**config.mk**
```make
export PLATFORM = sky130hd
export DESIGN_NAME = uart_tx_arbiter
export DESIGN_NICKNAME = d
export VERILOG_FILES = /design/src/rtl/uart_tx_arbiter.sv
export SDC_FILE = /design/constraint.sdc
export NUM_CORES = 1
export LEC_CHECK = 0
export CAP_MARGIN = 20
export CORE_MARGIN = 2
export CORE_UTILIZATION = 50
export CTS_CLUSTER_DIAMETER = 40
export DETAILED_ROUTE_END_ITERATION = 6
export GPL_ROUTABILITY_DRIVEN = 0
export PLACE_DENSITY_LB_ADDON = 0.08
export SLEW_MARGIN = 10
export SYNTH_ARGS = -nofsm -noshare
export SYNTH_HDL_FRONTEND = slang
export SYNTH_SLANG_ARGS = --single-unit
```
**constraint.sdc**
```tcl
create_clock -name clk -period 3.2 [get_ports clk]
set_clock_uncertainty 0.05 [all_clocks]
set_input_delay 0.48 -clock clk [delete_from_list [all_inputs] [get_ports clk]]
set_output_delay 0.48 -clock clk [all_outputs]
set_load 0.02 [all_outputs]
```
**src/rtl/uart_tx_arbiter.sv**
```systemverilog
// uart_tx_arbiter
//   Round-robin arbiter that shares one byte-wide UART transmitter between
//   NUM_REQ byte producers. Each frame it captures the winning byte, strobes
//   tx_en for EN_PULSE cycles, waits for tx_done (bounded by a watchdog), then
//   idles GAP_CYCLES cycles before arbitrating again.
//
//   Optional build macro: UART_ARB_LOCK_EN
//     Adds req_last. A transfer with req_last = 0 locks the next grant to the
//     same requester, so multi-byte packets are never interleaved.
//
// Ports
//   clk, rst      clock, asynchronous active-high reset
//   req_valid     per-requester byte pending
//   req_data      requester i byte at [8i+7:8i]
//   req_last      (UART_ARB_LOCK_EN only) last byte of a locked packet
//   req_ready     one-hot accept strobe, combinational, only in IDLE
//   tx_en         transmitter start strobe (high EN_PULSE cycles)
//   tx_data       byte to transmit, held until the next transfer
//   tx_done       transmitter end-of-frame pulse
//   busy          state is not IDLE
//   grant_id      index of the requester whose byte is in flight
//   byte_sent     one-cycle pulse when tx_done is accepted
//   timeout_err   one-cycle pulse when the watchdog expires
module uart_tx_arbiter #(
  parameter int unsigned NUM_REQ        = 4,
  parameter int unsigned ID_W           = 2,
  parameter int unsigned EN_PULSE       = 2,
  parameter int unsigned GAP_CYCLES     = 4,
  parameter int unsigned TIMEOUT_CYCLES = 8192
) (
  input  logic                 clk,
  input  logic                 rst,
  input  logic [NUM_REQ-1:0]   req_valid,
  input  logic [8*NUM_REQ-1:0] req_data,
`ifdef UART_ARB_LOCK_EN
  input  logic [NUM_REQ-1:0]   req_last,
`endif
  output logic [NUM_REQ-1:0]   req_ready,
  output logic                 tx_en,
  output logic [7:0]           tx_data,
  input  logic                 tx_done,
  output logic                 busy,
  output logic [ID_W-1:0]      grant_id,
  output logic                 byte_sent,
  output logic                 timeout_err
);

  typedef enum logic [1:0] {
    IDLE,
    START,
    WAIT_DONE,
    GAP
  } state_t;

  localparam logic [ID_W:0]   NUM_REQ_W = (ID_W+1)'(NUM_REQ);
  localparam logic [ID_W-1:0] LAST_ID   = ID_W'(NUM_REQ - 1);
  localparam logic [15:0]     EN_LAST   = 16'(EN_PULSE - 1);
  localparam logic [15:0]     GAP_LAST  = 16'(GAP_CYCLES - 1);
  localparam logic [15:0]     WD_LAST   = 16'(TIMEOUT_CYCLES - 1);

  state_t          state, state_d;
  logic [ID_W-1:0] ptr, ptr_d;
  logic [ID_W-1:0] winner, winner_next;
  logic            found;
  logic [ID_W:0]   cand_sum;
  logic [ID_W-1:0] cand;
  logic [7:0]      sel_data;
  logic [15:0]     cnt, cnt_d;
  logic            tx_en_d;
  logic [7:0]      tx_data_d;
  logic [ID_W-1:0] grant_id_d;
  logic            byte_sent_d;
  logic            timeout_err_d;
`ifdef UART_ARB_LOCK_EN
  logic            lock_q, lock_d;
  logic [ID_W-1:0] lock_id_q, lock_id_d;
`endif

  // Round-robin search from ptr upward, wrapping modulo NUM_REQ.
  always_comb begin
    found    = 1'b0;
    winner   = '0;
    cand_sum = '0;
    cand     = '0;
    for (int unsigned i = 0; i < NUM_REQ; i++) begin
      cand_sum = {1'b0, ptr} + (ID_W+1)'(i);
      if (cand_sum >= NUM_REQ_W) cand_sum = cand_sum - NUM_REQ_W;
      cand = cand_sum[ID_W-1:0];
      if (!found && req_valid[cand]) begin
        found  = 1'b1;
        winner = cand;
      end
    end
`ifdef UART_ARB_LOCK_EN
    // A locked packet overrides the search: only its owner may be served.
    if (lock_q) begin
      found  = req_valid[lock_id_q];
      winner = lock_id_q;
    end
`endif
  end

  always_comb begin
    sel_data = '0;
    for (int unsigned i = 0; i < NUM_REQ; i++) begin
      if (winner == ID_W'(i)) sel_data = req_data[8*i +: 8];
    end
  end

  assign winner_next = (winner == LAST_ID) ? '0 : winner + 1'b1;

  assign req_ready = (state == IDLE && found && !rst)
                     ? ({{(NUM_REQ-1){1'b0}}, 1'b1} << winner) : '0;

  assign busy = (state != IDLE);

  // One counter serves START (pulse length), WAIT_DONE (watchdog) and GAP,
  // since those states are mutually exclusive; it is cleared on every entry.
  always_comb begin
    state_d       = state;
    ptr_d         = ptr;
    cnt_d         = cnt;
    tx_en_d       = tx_en;
    tx_data_d     = tx_data;
    grant_id_d    = grant_id;
    byte_sent_d   = 1'b0;
    timeout_err_d = 1'b0;
`ifdef UART_ARB_LOCK_EN
    lock_d        = lock_q;
    lock_id_d     = lock_id_q;
`endif
    case (state)
      IDLE: begin
        if (found) begin
          tx_data_d  = sel_data;
          grant_id_d = winner;
          tx_en_d    = 1'b1;
          cnt_d      = '0;
          state_d    = START;
`ifdef UART_ARB_LOCK_EN
          if (req_last[winner]) begin
            lock_d = 1'b0;
            ptr_d  = winner_next;
          end else begin
            lock_d    = 1'b1;
            lock_id_d = winner;
          end
`else
          ptr_d = winner_next;
`endif
        end
      end
      START: begin
        if (cnt == EN_LAST) begin
          tx_en_d = 1'b0;
          cnt_d   = '0;
          state_d = WAIT_DONE;
        end else begin
          cnt_d = cnt + 16'd1;
        end
      end
      WAIT_DONE: begin
        if (tx_done || (TIMEOUT_CYCLES != 0 && cnt == WD_LAST)) begin
          // tx_done has priority over a simultaneous watchdog expiry.
          byte_sent_d   = tx_done;
          timeout_err_d = !tx_done;
          cnt_d         = '0;
          state_d       = (GAP_CYCLES == 0) ? IDLE : GAP;
        end else begin
          cnt_d = cnt + 16'd1;
        end
      end
      GAP: begin
        if (cnt == GAP_LAST) begin
          cnt_d   = '0;
          state_d = IDLE;
        end else begin
          cnt_d = cnt + 16'd1;
        end
      end
      default: begin
        cnt_d   = '0;
        tx_en_d = 1'b0;
        state_d = IDLE;
      end
    endcase
  end

  always_ff @(posedge clk or posedge rst) begin
    if (rst) begin
      state       <= IDLE;
      ptr         <= '0;
      cnt         <= '0;
      tx_en       <= 1'b0;
      tx_data     <= 8'h00;
      grant_id    <= '0;
      byte_sent   <= 1'b0;
      timeout_err <= 1'b0;
`ifdef UART_ARB_LOCK_EN
      lock_q      <= 1'b0;
      lock_id_q   <= '0;
`endif
    end else begin
      state       <= state_d;
      ptr         <= ptr_d;
      cnt         <= cnt_d;
      tx_en       <= tx_en_d;
      tx_data     <= tx_data_d;
      grant_id    <= grant_id_d;
      byte_sent   <= byte_sent_d;
      timeout_err <= timeout_err_d;
`ifdef UART_ARB_LOCK_EN
      lock_q      <= lock_d;
      lock_id_q   <= lock_id_d;
`endif
    end
  end

endmodule

```
# Yosys cells after proc, flatten, opt, wreduce, memory -nomap -nowiden
# Index checks and enable logic that the tools add are counted.
dict set report word_totals {
  reg_bits 33
  latch_bits 0
  ram_bits 0
  mem_bits_ro 0
  input_bits 39
  output_inout_bits 18
  n_memories 0
}
dict set report op_classes {
  n_addsub 9
  n_mul 0
  div_mod_pow 0
  n_lt_le_gt_ge 8
  eq_ne 13
  n_shift 1
  n_mux 43
  bitwise 0
  n_reduce_logical 18
}
# op count
set op_table {}
lappend op_table {{16-bit 2-to-1 mux} 4}
lappend op_table {{16-bit case mux with 4 select lines} 1}
lappend op_table {{8-bit 2-to-1 mux} 4}
lappend op_table {{2-bit 2-to-1 mux} 13}
lappend op_table {{16-bit by 1-bit adder with 16-bit output (second input constant)} 1}
lappend op_table {{16-bit by 1-bit equality test with 1-bit output (second input constant)} 1}
lappend op_table {{16-bit by 13-bit equality test with 1-bit output (second input constant)} 1}
lappend op_table {{16-bit by 2-bit equality test with 1-bit output (second input constant)} 1}
lappend op_table {{1-bit 2-to-1 mux} 14}
lappend op_table {{2-bit by 3-bit less-than comparator with 1-bit output (second input constant)} 4}
lappend op_table {{3-bit greater-or-equal comparator (second input constant)} 3}
lappend op_table {{1-bit binary-select mux with 2-bit select} 4}
lappend op_table {{2-bit equality test (second input constant)} 4}
lappend op_table {{2-bit inequality test (second input constant)} 4}
lappend op_table {{2-bit case mux with 4 select lines} 1}
lappend op_table {{2-bit by 1-bit subtractor with 2-bit output (second input constant)} 4}
lappend op_table {{2-bit by 2-bit adder with 3-bit output (second input constant)} 2}
lappend op_table {{1-bit logical AND} 5}
lappend op_table {{1-bit logical NOT} 5}
lappend op_table {{2-bit by 1-bit equality test with 1-bit output (second input constant)} 2}
lappend op_table {{2-bit logical NOT} 2}
lappend op_table {{4-bit 2-to-1 mux} 1}
lappend op_table {{4-bit AND reduction} 1}
lappend op_table {{2-bit nonzero test} 2}
lappend op_table {{other kinds (8)} 8}

# Depth between registers and ports, before layout
# Gate-level depths: netlist of the first run.
dict set report depth {
  ltp_word 19
  mapped_depth 13
}

# Least setup slack after synthesis of the first run
# No wires, ideal clock.
dict set report synth_path {
  path_kind {input-to-output}
  from {input port req_valid[3]}
  to {output port req_ready[3]}
  arrival_ns 1.947
  t_required_ns 2.670
  path_slack_ns 0.723
  path_stages 8
  cell_sequence {inv_1 -> a22oi_1 -> o221ai_1 -> nor2_1 -> ha_1 -> clkbuf_1 -> clkbuf_1 -> and2_1}
}
# item line_no
set synth_lines {}
lappend synth_lines {{from (decl)} 33} ;# input logic [NUM_REQ-1:0] req_valid,
lappend synth_lines {{1-bit binary-select mux with 2-bit select} 89} ;# if (!found && req_valid[cand]) begin
lappend synth_lines {{1-bit 2-to-1 mux (implied by the code)} 89}
lappend synth_lines {{1-bit 2-to-1 mux} 89}
lappend synth_lines {{1-bit logical NOT} 89}
lappend synth_lines {{1-bit logical AND} 89}
lappend synth_lines {{1-bit 2-to-1 mux} 89}
lappend synth_lines {{1-bit logical NOT} 89}
lappend synth_lines {{1-bit logical AND} 89}
lappend synth_lines {{1-bit 2-to-1 mux} 89}
lappend synth_lines {{1-bit logical NOT} 89}
lappend synth_lines {{1-bit logical AND} 89}
lappend synth_lines {{2-bit 2-to-1 mux (*)} 89}
lappend synth_lines {{via winner[0]} 63} ;# logic [ID_W-1:0] winner, winner_next;
lappend synth_lines {{1-bit by 2-bit left shift with 4-bit output (*)} 113} ;# ? ({{(NUM_REQ-1){1'b0}}, 1'b1} << winner) : '0;
lappend synth_lines {{4-bit 2-to-1 mux (*)} 113}
lappend synth_lines {{to (decl)} 38} ;# output logic [NUM_REQ-1:0] req_ready,
# The timed path passes the listed nets; every way through them passes the cells marked *. The select of a mux whose other input is x is not followed.

# Worst setup path after layout of the first run
dict set report layout_path {
  from {input port req_valid[3]}
  to {output port req_ready[0]}
}
# Same word-level chain as after synthesis.

==> results of run 1 <==
-- cell type report --
| class | instances | area, um2 |
|---|---|---|
| Inverter | 13 | 48.80 |
| Tap cell | 50 | 62.56 |
| Multi-Input combinational cell | 185 | 1161 |
| Clock buffer | 7 | 86.33 |
| Timing Repair Buffer | 64 | 623.1 |
| Clock inverter | 1 | 30.03 |
| Fill cell | 337 | 1191 |
| Sequential cell | 33 | 825.8 |
-- where the power goes --
part           internal [mW]  switching (mW)  leakage [nW]
sequential             0.522          0.0743         0.433
clock                  0.254           0.155        0.0585
combinational          0.461           0.609         0.721
-- path summary, 6_finish.rpt --
| kind | from | to | slack, ns | depth (start not counted) |
|---|---|---|---|---|
| min in group clk | grant_id[1] | grant_id[1] | 0.43 | 2 |
| max | req_valid[3] | req_ready[0] | 0.1 | 9 |
| max reg2reg | cnt[7] | cnt[15] | 0.93 | 6 |
| max in group asynchronous | rst | cnt[3] | 2.04 | 3 |
| min reg2reg | grant_id[1] | grant_id[1] | 0.43 | 2 |
| min | rst | grant_id[1] | 0.43 | 2 |
-- registers in the layout (all words and copies together), names as in the netlist --
name         flops
byte_sent        1
cnt             16
grant_id         2
ptr              2
state            2
timeout_err      1
tx_data          8
tx_en            1
-- routing by layer --
layer	part of all wire (%)	routed length (um)	up-vias
met5	0	0	-
met1	45	2157	866
met4	2.1	102	0
met2	50	2407	33
li1	-	-	943
met3	3.4	166	11
-- stage by stage --
step | instances | setup WS (ns) | util, % | instance area, um2 | setup TNS (ns)
after floorplan | 242 | 0.7233 | - | 2093 | 0
after global placement | 345 | 0.1653 | 67.42 | 2716 | 0
after detailed placement | 345 | 0.04042 | 67.42 | 2716 | 0
after CTS | 353 | 0.04748 | 70.31 | 2833 | 0
after global routing | 353 | -0.001457 | 70.43 | 2838 | -0.001457
final | 353 | 0.09826 | 70.43 | 2838 | 0
-- cells in the final DEF (no fill, tap or decap), types with 3 or more instances in the layout --
| master | synthesis | layout |
|---|---|---|
| o21ai_0 | 16 | 15 |
| dfrtp_1 | 33 | 33 |
| nand3_1 | 7 | 7 |
| clkdlybuf4s50_1 | 0 | 55 |
| nand3b_1 | 8 | 8 |
| nor3_1 | 3 | 3 |
| nor2_2 | 11 | 12 |
| nor2_1 | 17 | 16 |
| ha_1 | 11 | 11 |
| a21oi_1 | 29 | 29 |
| inv_1 | 13 | 13 |
| nand4_1 | 7 | 7 |
| and2_1 | 6 | 6 |
| nand2_1 | 32 | 32 |
| xor2_1 | 10 | 10 |
| clkbuf_8 | 0 | 6 |
| buf_4 | 1 | 8 |
-- kinds of logic after synthesis --
kind of cell / count (synthesis)
compound gates: 55
simple gates: 104
flops: 33
buf+inv: 24
fa+ha+maj: 11
mux: 4
xor+xnor: 11
-- repair_timing --
item / in CTS / in global routing
resized for setup: 0 / 3
buffers inserted: 0 / 0
endpoints found under the setup margin: 0 / 3
endpoints found under the hold margin: 0 / 0
-- worst max-delay path, delay by kind of cell --
| family | cells | cell delay, ns |
|---|---|---|
| compound gates | 2 | 0.40 |
| fa+ha+maj | 1 | 0.20 |
| buf+inv | 4 | 1.18 |
| simple gates | 2 | 0.31 |
==> metrics.md, run 1 <==
| Metric | Value |
|---|---|
| Mean cell area of the mapped netlist | 8.650 um2 |
| Crit path DAT | 2.57 ns |
| Period utilization | 96.93% |
| TritonRoute pass-1 iters | 4 |
| Share of layout cells above drive strength 1 | 12.87% |
| Initial core utilization | 51.96% |
| Core box area | 4029 um2 |
| First-pass GRT wire length | 7879 um |
| Clock transition at the registers of the reported paths | 0.07 ns |
| Die X | 68.71 um |
| # setup viols final | 0 |
| Post-synthesis sequential area ratio | 39.45% |
| Cell count after synthesis | 242 |
| Post-Route WL | 4834 um |
| Sink Count | 33 |
| Largest net degree at the start of global routing | 26 |
| Vias in the first global route | 1849 |
| Via density | 5.249 |
| Met3 global-route usage | 4.383% |
| GR Util All Layers | 22.45% |
| Minimum clock period | 3.102 ns |
| Relative slew slack | 56.04% |
| Mux contribution to synthesized area | 2.032% |
| DR iter-0 viols | 117 |
| Post-synth top cells | dfrtp_1 (33), nand2_1 (32), a21oi_1 (29), nor2_1 (17), o21ai_0 (16) |
| XOR/XNOR Fraction of Synth Area | 4.603% |
| Worst setup SP type | primary input |
| Hold Path Class | primary input to asynchronous set/reset pin |
| Drt drc | 0 |
| Antenna Nets Post-Route | 0 |
| DR WL/cell | 13.69 um |
| Power, Total | 2.075 mW |
| CTS buffer count | 5 |
| Area share of the largest cell type after synthesis | 39.45% |
| WP data required | 2.67 ns |
| Post-synth EDFFs | 0 |
| Max IR drop VDD | 500.9 uV |
| GRT met2 Usage | 39.30% |
| Worst path max stage delay | 0.55 ns |
| Initial antenna violation count | 0 |
| Crit path capture type | output pin |
| CP cell instances | clkdlybuf4s50_1 -> inv_1 -> a22oi_1 -> o221ai_1 -> nor2_2 -> inv_1 -> ha_1 -> and2_1 -> clkdlybuf4s50_1 |
| Std cell rows | 23 |
| Fmax | 0.3224 GHz |
| CP Class | primary input to output pin |
| Clock Latency Late Sink | 0.29 ns |
| Synth Flop Type | dfrtp_1 |
| Post-Synth Simple-Gate Area | 27.38% |
| CTS hold repair buffers | 0 |
| TritonCTS clock tree | built |
| Die area | 4720 um2 |
| H-tree Lvls | 2 |
| GR peak layer | met2 |
| Nets | 352 |
| Async SR Flop Fraction | 100.0% |
| Grt met1 use | 26.34% |
| Largest area contributor in the netlist | dfrtp_1 |
| Area grow syn2layout | 35.56% |
| Root Buffer | clkbuf_8 |
| Top Ports | 57 |
| Count leader, synth | dfrtp_1 |
| Leakage Power | 1.213 nW |
| DR vias | 1853 |
| Synth cell types | 41 |
| Final Max Tran Viols | 0 |
| IO buf count | 56 |
| Final Hold Fails | 0 |
| Worst Max-Slew Pin Slew | 0.6587 ns |
| Synth Area in Compound Gates | 14.76% |
| #FFs+latches synth | 33 |
| Post-Syn Area | 2093 um2 |
| Max_cap viols | 0 |
| PwrDens | 731.3 nW/um2 |
| Largest family of logic cells by synthesized area | simple AND/OR/NAND/NOR gates |
| Antenna Cells | 0 |
| Synth Area in Adders | 6.575% |
| Post-synth net total | 292 |
| Total gr overflow | 0 |
| Max Root-Sink Buffers | 2 |
| Detailed Place HPWL | 3676 um |
| Die H | 68.71 um |
| Largest fanout on the critical path | 3 |
| Hold Slack | 0.4259 ns |
| YS warnings | 0 |
| Area contributors post-synth | dfrtp_1 (39%), a21oi_1 (6.9%), ha_1 (6.6%) |
| Worst path slowest cell | clkdlybuf4s50_1 |
| Status | complete, no violations |
No activity file was read; power rests on OpenSTA's default activity.
==> run 2, diff against run 1 <==
--- a/config.mk
+++ b/config.mk
@@ -5,6 +5,7 @@
 export SDC_FILE = /design/constraint.sdc
 export NUM_CORES = 1
 export LEC_CHECK = 0
+export ABC_AREA = 1
 export CAP_MARGIN = 20
 export CORE_MARGIN = 2
 export CORE_UTILIZATION = 50
==> metrics.md, run 2 <==
| Metric | Value |
|---|---|
| Status | complete, no violations |
| Final instance area | 3468 um2 (+22%) |
| Initial antenna violation count | 0 (unchanged) |
| CTS hold repair buffers | 0 (unchanged) |
| Top Ports | 57 (unchanged) |
| Largest fanout on the critical path | 6 (+3) |
| Die X | 76.25 um (+11%) |
| DR iter-0 viols | 161 (+38%) |
| Via density | 5.065 (-3.5%) |
| CP cell instances | clkdlybuf4s50_1 -> nand2_1 -> nand2_1 -> nand2_2 -> nand2_2 -> nor2_8 -> nand2_1 -> nand3_1 -> nand3_2 -> buf_4 -> ha_1 -> inv_1 -> nor2_1 -> dlygate4sd2_1 |
| Post-synth top cells | nand2_1 (143), nand3_1 (41), inv_1 (38), nor2_1 (35), dfrtp_1 (33) |
| Most Frequent Cell on Critical Path | nand2_1 |
| Sink Count | 33 (unchanged) |
| Initial core utilization | 51.43% (-0.53 points) |
| Root Buffer | clkbuf_8 |
| GR Util All Layers | 23.95% (+1.5 points) |
| Placed cell area | 3381 um2 (+24%) |
| Largest net degree at the start of global routing | 34 (+31%) |
| Worst Max-Slew Pin Slew | 0.4383 ns (-0.2204 ns) |
| Synth Area in Compound Gates | 10.79% (-4.0 points) |
| Worst Path Buf+Inv | 4 (unchanged) |
| Post-synthesis sequential area ratio | 31.64% (-7.8 points) |
| Synth Area in Adders | 5.273% (-1.3 points) |
| Storage element area | 827.0 um2 (+0.15%) |
| Post-synth EDFFs | 0 (unchanged) |
| DR vias | 2730 (+47%) |
| Post-Synth Simple-Gate Area | 42.91% (+16 points) |
| Share of layout cells above drive strength 1 | 13.86% (+0.99 points) |
| Period utilization | 94.66% (-2.3 points) |
| Top Registers | cnt (16), tx_data (8) |
| Fmax | 0.3301 GHz (+2.4%) |
| Final core utilization | 68.34% (-2.1 points) |
| Die H | 76.25 um (+11%) |
| CTS buffer count | 5 (unchanged) |
| Total gr overflow | 0 (unchanged) |
| Clock Latency Late Sink | 0.28 ns (about the same) |
| IO buf count | 56 (unchanged) |
| Post-synth net total | 440 (+51%) |
| Area of the multi-input gates | 1562 um2 (+34%) |
| YS warnings | 0 (unchanged) |
| #FFs+latches synth | 33 (unchanged) |
| Minimum clock period | 3.029 ns (-0.07267 ns) |
| Antenna Cells | 0 (unchanged) |
| # fillers | 473 (+40%) |
| Area grow syn2layout | 32.89% |
| Die area | 5814 um2 (+23%) |
| Crit path capture type | output pin |
| Leakage Power | 1.715 nW (+41%) |
| Power, Total | 3.636 mW (+75%) |
| TritonRoute pass-1 iters | 5 (+1) |
| Area share of the largest cell type after synthesis | 31.64% (-7.8 points) |
| Max Root-Sink Buffers | 2 (unchanged) |
| TritonCTS clock tree | built |
| Final Max Tran Viols | 0 (unchanged) |
| Mean cell area of the mapped netlist | 6.692 um2 (-23%) |
| Worst path max stage delay | 0.44 ns (-0.11 ns) |
| XOR/XNOR Fraction of Synth Area | 0.6711% (-3.9 points) |
| Largest family of logic cells by synthesized area | simple AND/OR/NAND/NOR gates |
| Worst path slowest cell | clkdlybuf4s50_1 |
| DR WL/cell | 12.37 um (-9.7%) |
| Max_cap viols | 0 (unchanged) |
| Area contributors post-synth | dfrtp_1 (32%), nand2_1 (21%), nand3_1 (7.9%) |
| Post-Syn Area | 2610 um2 (+25%) |
| # setup viols final | 0 (unchanged) |
| WP data required | 2.67 ns (about the same) |
| Count leader, synth | nand2_1 |
| H-tree Lvls | 2 (unchanged) |
| Crit path DAT | 2.50 ns (-0.07 ns) |
| Synth Flop Type | dfrtp_1 |
| Relative slew slack | 70.78% (+15 points) |
| Nets | 519 (+47%) |
| Drt drc | 0 (unchanged) |
| Hold Path Class | flip-flop to flip-flop |
| Post-Route WL | 6665 um (+38%) |
| Final Hold Fails | 0 (unchanged) |
| Async SR Flop Fraction | 100.0% (unchanged) |
| Most frequent cells in the layout | nand2_1 (143), clkdlybuf4s50_1 (52), nand3_1 (40) |
| Antenna Nets Post-Route | 0 (unchanged) |
| Detailed Place HPWL | 5136 um (+40%) |
| First-pass GRT wire length | 11330 um (+44%) |
| Largest register FFs | 16 (unchanged) |
| Max IR drop VDD | 866.2 uV (+73%) |
| Largest reg by FF count | cnt |
| PwrDens | 1048 nW/um2 (+43%) |
| Mux contribution to synthesized area | 0% (-2.0 points) |
| CP Class | primary input to output pin |
| Cell count after synthesis | 390 (+61%) |
| Worst setup SP type | primary input |
| Core box area | 5075 um2 (+26%) |
| Critical path's top delay family | buffers and inverters |
| Synth cell types | 34 (-17%) |
| Commonest non-fill, non-tap cell in the layout | nand2_1 |
| Clock transition at the registers of the reported paths | 0.06 ns (about the same) |
| Std cell rows | 26 (+13%) |
| Largest area contributor in the netlist | dfrtp_1 |
| Vias in the first global route | 2489 (+35%) |
## run 2: layout make-up
class                   count  share of cell area, %
multi-input cells         305                  45.02
inverters                  42                  4.690
repair buffers             82                  21.43
well taps                  70                  2.525
clock buffers               7                  2.489
flip-flops and latches     33                  23.85
## run 2: cells by family (layout without fill, tap and decap cells)
logic type               after synthesis  count (layout)
AND/OR/NAND/NOR                      249             249
flip-flops                            33              33
adder cells (fa/ha/maj)               11              11
buffers and inverters                 52             131
XOR/XNOR                               2               2
AO/OA/AOI/OAI                         43              43
## run 2: final timing paths
check / slack [ns] / depth (start not counted) / end / startpoint
worst min-delay path: 0.43 / 2 / tx_data[0] / tx_data[0]
max in group asynchronous: 2.15 / 3 / ptr[0] / rst
min in group asynchronous: 0.62 / 3 / cnt[10] / rst
worst max register to register: 0.55 / 21 / tx_data[2] / ptr[0]
worst max-delay path: 0.17 / 14 / req_ready[0] / req_valid[3]
worst min register to register: 0.43 / 2 / tx_data[0] / tx_data[0]
## run 2: per-layer routing
layer	vias to the layer above	global-route usage, %	part of all wire (%)
met1	1237	30.74	44
met2	78	41.86	49
li1	1404	-	-
met4	0	6.364	1.7
met5	-	0	0
met3	11	3.910	4.9
## run 2: timing repair
item	in CTS	in global routing
endpoints found under the setup margin	4	3
gates resized for setup	5	5
pin swaps	0	1
buffers inserted	0	1
## run 2: report_power, final
part	internal [mW]	switching [mW]	total, mW
logic	1.12	1.57	2.69
clock network	0.171	0.148	0.319
registers	0.539	0.0909	0.630
## run 2: through the flow
step	setup TNS, ns	hold slack (ns)	instances	worst slack (ns)
finish	0	0.4290	539	0.1709
global route	-0.02600	0.4566	539	-0.02600
CTS	0	0.4324	538	0.07274
detailed placement	-0.6059	0.4150	531	-0.2153
global placement	-0.2286	0.4144	531	-0.07208
floorplan	0	0.4414	390	0.3930
## run 2: worst register-to-register path: stages, from the launching register on
cell,delay (ns)
dfrtp_2,0.50
inv_6,0.08
nand2_1,0.08
nand2_2,0.08
nand2_2,0.08
nand2_2,0.10
nor2_8,0.16
nand2_1,0.08
nand3_1,0.09
nand3_2,0.13
buf_4,0.16
ha_1,0.18
inv_1,0.07
buf_4,0.10
nor2_1,0.03
buf_4,0.15
nand2_1,0.06
nand2_1,0.04
o21ai_0,0.08
nand2_1,0.09
o211ai_2,0.07
nand2_1,0.07
==> run 3, diff against run 2 <==
--- a/config.mk
+++ b/config.mk
@@ -13,7 +13,7 @@
 export DETAILED_ROUTE_END_ITERATION = 6
 export GPL_ROUTABILITY_DRIVEN = 0
 export PLACE_DENSITY_LB_ADDON = 0.08
-export SLEW_MARGIN = 10
+export SLEW_MARGIN = 40
 export SYNTH_ARGS = -nofsm -noshare
 export SYNTH_HDL_FRONTEND = slang
 export SYNTH_SLANG_ARGS = --single-unit
==> results of run 3 <==
The final DEF is identical to that of run 2; final timing and power are the same.
